===== config.mk =====
export PLATFORM = sky130hd
export DESIGN_NAME = pwm_multi_ctrl
export DESIGN_NICKNAME = d
export VERILOG_FILES = /design/src/rtl/pwm_multi_ctrl.sv
export SDC_FILE = /design/constraint.sdc
export NUM_CORES = 1
export LEC_CHECK = 0
export ABC_CLOCK_PERIOD_IN_PS = 2200
export BUFFER_PORTS_ARGS = -buffer_cell sky130_fd_sc_hd__buf_4
export CORE_ASPECT_RATIO = 0.7
export CORE_MARGIN = 2
export CORE_UTILIZATION = 28
export DETAILED_ROUTE_END_ITERATION = 8
export PLACE_DENSITY_LB_ADDON = 0.08
export SKIP_CTS_REPAIR_TIMING = 1
export SLEW_MARGIN = 15
export SYNTH_ARGS = -nofsm -noshare
export SYNTH_HDL_FRONTEND = slang
export SYNTH_SLANG_ARGS = --single-unit

===== constraint.sdc =====
create_clock -name clk -period 2.2 [get_ports clk]
set_input_delay 0.11 -clock clk [delete_from_list [all_inputs] [get_ports clk]]
set_output_delay 0.11 -clock clk [all_outputs]
set_load 0.03 [all_outputs]

===== src/rtl/pwm_multi_ctrl.sv =====
// Multi-channel PWM: one shared period counter, CHANNELS comparators, shadow/active duty per channel.
// Latency: pwm_out is registered one clock behind the counter; shadow duty reaches the comparator at the next period boundary.
// Backpressure: none; en=0 freezes counter, active duty and outputs while shadow duties keep accepting updates.
// Optional feature macro: PWM_CENTER_ALIGN_EN selects an up/down triangle counter instead of the sawtooth.
module pwm_multi_ctrl #(
    parameter int WIDTH    = 8,
    parameter int CHANNELS = 4,
    parameter int STEP     = 1,
    parameter int DUTY_RST = 0
) (
    input  logic                         clk,
    input  logic                         rst_n,
    input  logic                         en,
    input  logic                         load,
    input  logic [CHANNELS*WIDTH-1:0]    duty_in,
    input  logic [CHANNELS-1:0]          duty_inc,
    input  logic [CHANNELS-1:0]          duty_dec,
    output logic [CHANNELS-1:0]          pwm_out,
    output logic                         period_start,
    output logic [CHANNELS*WIDTH-1:0]    duty_active
);

    localparam logic [WIDTH-1:0] CNT_MAX    = '1;
    localparam logic [WIDTH:0]   STEP_W     = (WIDTH+1)'(STEP);
    localparam logic [WIDTH-1:0] DUTY_RST_W = WIDTH'(DUTY_RST);

    // Per-channel duty storage; channel c occupies bits [c*WIDTH +: WIDTH].
    logic [CHANNELS-1:0][WIDTH-1:0] shadow_q, shadow_d;
    logic [CHANNELS-1:0][WIDTH-1:0] active_q, active_d;

    logic [WIDTH-1:0]    cnt_q, cnt_d;
    logic [CHANNELS-1:0] inc_q, dec_q;
    logic [CHANNELS-1:0] inc_evt, dec_evt;
    logic [CHANNELS-1:0] pwm_q, pwm_d;
    logic                period_start_q, period_start_d;
    logic                wrap;

`ifdef PWM_CENTER_ALIGN_EN
    logic dir_down_q, dir_down_d;

    // Triangle counter 0..MAX..1,0: the ends are visited once each, so the period is 2*MAX clocks.
    always_comb begin
        cnt_d      = cnt_q;
        dir_down_d = dir_down_q;
        wrap       = 1'b0;
        if (en) begin
            if (!dir_down_q) begin
                if (cnt_q == CNT_MAX) begin
                    cnt_d      = cnt_q - 1'b1;
                    dir_down_d = 1'b1;
                end else begin
                    cnt_d = cnt_q + 1'b1;
                end
            end else begin
                if (cnt_q <= WIDTH'(1)) begin
                    // Bottom of the triangle: this edge is the period boundary.
                    cnt_d      = '0;
                    dir_down_d = 1'b0;
                    wrap       = 1'b1;
                end else begin
                    cnt_d = cnt_q - 1'b1;
                end
            end
        end
    end
`else
    // Sawtooth counter; the MAX -> 0 edge is the period boundary.
    always_comb begin
        cnt_d = cnt_q;
        wrap  = 1'b0;
        if (en) begin
            cnt_d = cnt_q + 1'b1;
            wrap  = (cnt_q == CNT_MAX);
        end
    end
`endif

    // Rising-edge detect on the step requests and saturating shadow update (load has priority).
    always_comb begin
        logic [WIDTH:0] sum;
        logic [WIDTH:0] diff;
        sum      = '0;
        diff     = '0;
        inc_evt  = duty_inc & ~inc_q;
        dec_evt  = duty_dec & ~dec_q;
        shadow_d = shadow_q;
        if (load) begin
            shadow_d = duty_in;
        end else begin
            for (int c = 0; c < CHANNELS; c++) begin
                sum  = {1'b0, shadow_q[c]} + STEP_W;
                diff = {1'b0, shadow_q[c]} - STEP_W;
                if (inc_evt[c] && !dec_evt[c]) begin
                    shadow_d[c] = (sum > {1'b0, CNT_MAX}) ? CNT_MAX : sum[WIDTH-1:0];
                end else if (dec_evt[c] && !inc_evt[c]) begin
                    // A borrow out of the extra bit means the result went below zero.
                    shadow_d[c] = diff[WIDTH] ? '0 : diff[WIDTH-1:0];
                end
            end
        end
    end

    // Boundary transfer and comparators; the compare uses the pre-transfer active value on the boundary edge.
    // In triangle mode active > cnt yields 2*D-1 high clocks because the bottom value 0 occurs once per period.
    always_comb begin
        active_d       = wrap ? shadow_q : active_q;
        period_start_d = wrap;
        pwm_d          = pwm_q;
        if (en) begin
            for (int c = 0; c < CHANNELS; c++) begin
                pwm_d[c] = (active_q[c] > cnt_q);
            end
        end
    end

    // State registers.
    always_ff @(posedge clk or negedge rst_n) begin
        if (!rst_n) begin
            cnt_q          <= '0;
            shadow_q       <= {CHANNELS{DUTY_RST_W}};
            active_q       <= {CHANNELS{DUTY_RST_W}};
            inc_q          <= '0;
            dec_q          <= '0;
            pwm_q          <= '0;
            period_start_q <= 1'b0;
`ifdef PWM_CENTER_ALIGN_EN
            dir_down_q     <= 1'b0;
`endif
        end else begin
            cnt_q          <= cnt_d;
            shadow_q       <= shadow_d;
            active_q       <= active_d;
            inc_q          <= duty_inc;
            dec_q          <= duty_dec;
            pwm_q          <= pwm_d;
            period_start_q <= period_start_d;
`ifdef PWM_CENTER_ALIGN_EN
            dir_down_q     <= dir_down_d;
`endif
        end
    end

    assign pwm_out      = pwm_q;
    assign period_start = period_start_q;
    assign duty_active  = active_q;

endmodule


==> qor.yml <==
placed_design:
  dp.cells: 979
  place.gp.congestion: 0.8783
  io_buffers: 80
  dp_hpwl_um: 12920
  dp_slack_ps: 199.0
floorplanning:
  io_pins: 81
  num_rows: 44
  core_area_sq_mm: 0.02059
  die_area_sq_mm: 0.02201
  initial_utilization: 0.2831
  die_h_um: 124.7
  die_w_um: 176.5
global_route:
  antenna_found_initial: 0
  track_usage: 0.1665
  overflow: 0
  grt_pass1_vias: 5162
  grt_pass1_wl_um: 28710
  grt_max_degree: 52
clock_network:
  cts_tree: "built"
  cts.clk_slew.worst_paths_ps: 70
  clock_sinks: 85
  clk_path_buf_depth: 2
  ctsHtreeMaxLevel: 3
  clock_latency_ps: 350
  root_buffer: "clkbuf_16"
  cts_buffers: 9
sta:
  drv_slew: 0
  rsz0062_at_grt: "false"
  hold_ws_ps: -3.777
  setup_slack_ps: 148.6
  tns_ps: 0
  finalHoldViolCount: 1
  period_minus_slack_ps: 2051
  max_slew_margin: 0.4763
  fin_worst_skew_ps: 8.619
  worst_pin_slew_ps: 780.0
  setup_violations: 0
  fmax_mhz: 487.5
  finalCritPeriodShare: 0.9324
worst_setup_path:
  cp.required_ps: 2420
  critPathMaxFanout: 11
  critPathKind: "reg -> reg"
  cpPeakStageDelay_ps: 570
  cp.arrival_ps: 2270
  critPathCaptureType: "flip-flop"
  start_kind: "flip-flop"
  path_cells: "or4_4, nor3_1, a21oi_1, o21ai_0, a22oi_1"
  cp_slowest_cell: "or4_4"
detailed_routing:
  ant_nets: 0
  first_pass_iters: 5
  via_per_inst: 5.194
  drt_iter0_drc: 422
  route.vias.total: 5236
  wl_per_cell_um: 17.58
  drc_errors: 0
  wl_um: 17720
synth:
  ys_seq_elements: 85
  ys_seq_area_frac: 0.3649
  syn-instance-count: 631
  syn_nets: 716
  ys.flop_type: "dfrtp_1"
  synth_edf_count: 0
  synth_cell_types: 72
  ys_async_sr_fraction: 1.000
  syn_area_per_cell_sq_um: 9.238
  yosysWarnings: 0
  synth.cell_area_sq_mm: 0.005829
final_layout:
  final_nets: 812
  area_delta_synth_final_pct: 24.36
  num_antenna_cells: 0
  layout.cells.non_filler: 1008
  layout-drive-gt1-share: 0.2418
job:
  maxCapViolations: 0
status:
  status: "finished, violations left"
  failed_checks: "hold timing"
pwr:
  ir_worst_vdd_uv: 355.2
  pwr_density_cell_mw_per_mm2: 738.8
  total_leakage_power_uw: 0.003273
hold_path:
  hold_class: "in -> reg"
[cell type report]
type / instances / area (sq um)
Clock buffer: 13 / 270.3
Inverter: 31 / 116.4
Tap cell: 276 / 345.3
Clock inverter: 3 / 42.54
Fill cell: 2130 / 13340
Sequential cell: 85 / 2127
Multi-Input combinational cell: 475 / 3364
Timing Repair Buffer: 125 / 983.4
[worst max-delay path: cells and delay by family, from the launching register on]
family | cells | cell delay (ps)
AND/OR/NAND/NOR | 2 | 950
AO/OA/AOI/OAI | 3 | 470
flip-flops | 1 | 480
[routing by layer]
| layer | vias to the layer above | share of wire | GRT usage |
|---|---|---|---|
| li1 | 2532 | - | - |
| met1 | 2517 | 0.50 | 0.2457 |
| met2 | 172 | 0.43 | 0.2413 |
| met3 | 15 | 0.054 | 0.03724 |
| met4 | 0 | 0.010 | 0.04716 |
| met5 | - | 0 | 0 |
[where the power goes]
part | total [uW] | switching, uW | internal (uW)
combinational | 1750 | 1030 | 713
clock | 1650 | 675 | 973
sequential | 1960 | 215 | 1750
[flip-flops by register name (all words and copies together) (netlist names)]
signal and count:
cnt_q 8, period_start 1, pwm_out 4, dec_q 4
inc_q 4, shadow_q 32, duty_active 32
[worst paths after layout]
check,cells past startpoint,to,slack [ps],startpoint
setup / recovery,5,shadow_q[17],150,shadow_q[19]
hold / removal,3,shadow_q[16],-4,duty_in[16]
setup reg to reg,5,shadow_q[17],150,shadow_q[19]
hold reg to reg,1,cnt_q[7],480,cnt_q[7]
max in group asynchronous,3,pwm_out[1],1250,rst_n
min in group asynchronous,2,shadow_q[27],280,rst_n
[cell usage in the layout (no fill, tap or decap), drive strengths merged, types with 17 or more instances in the layout]
master and instances:
buf 112, dfrtp 85, o21ai 49, nand2 47, ha 41, nor2 31, inv 31, mux2 30
a21oi 26, nor3 24, nand3 20, nand4 18, a31oi 17
[kinds of logic (layout without fill, tap and decap cells)]
logic type | Yosys count | in the layout | synth area share
AOI/OAI and AO/OA | 162 | 162 | 0.1835
xor gates and xnor gates | 26 | 26 | 0.03906
adders and majority gates | 41 | 41 | 0.08800
buffers and inverters | 71 | 172 | 0.05838
DFF | 85 | 85 | 0.3649
muxes | 33 | 33 | 0.06310
and+or+nand+nor | 213 | 213 | 0.2031
[cell usage after synthesis, drive strengths merged, types with 18 or more instances]
library cell / instances / share of area
nand4: 18 / 0.019
inv: 31 / 0.020
dfrtp: 85 / 0.36
ha: 41 / 0.088
nand2: 47 / 0.030
nand3: 20 / 0.017
mux2: 30 / 0.058
nor2: 31 / 0.020
clkbuf: 22 / 0.018
nor3: 24 / 0.021
o21ai: 49 / 0.042
a21oi: 26 / 0.022
[per-stage QoR]
stage | total power (uW) | util | instance area [sq um]
5_1_grt | 5729 | 0.3521 | 7249
3_5_place_dp | 3706 | 0.3305 | 6804
3_3_place_gp | 3679 | 0.3305 | 6804
4_1_cts | 5391 | 0.3456 | 7117
2_1_floorplan | 3095 | - | 5829
6_report | 5356 | 0.3521 | 7249
(Power assumes the default switching activity.)
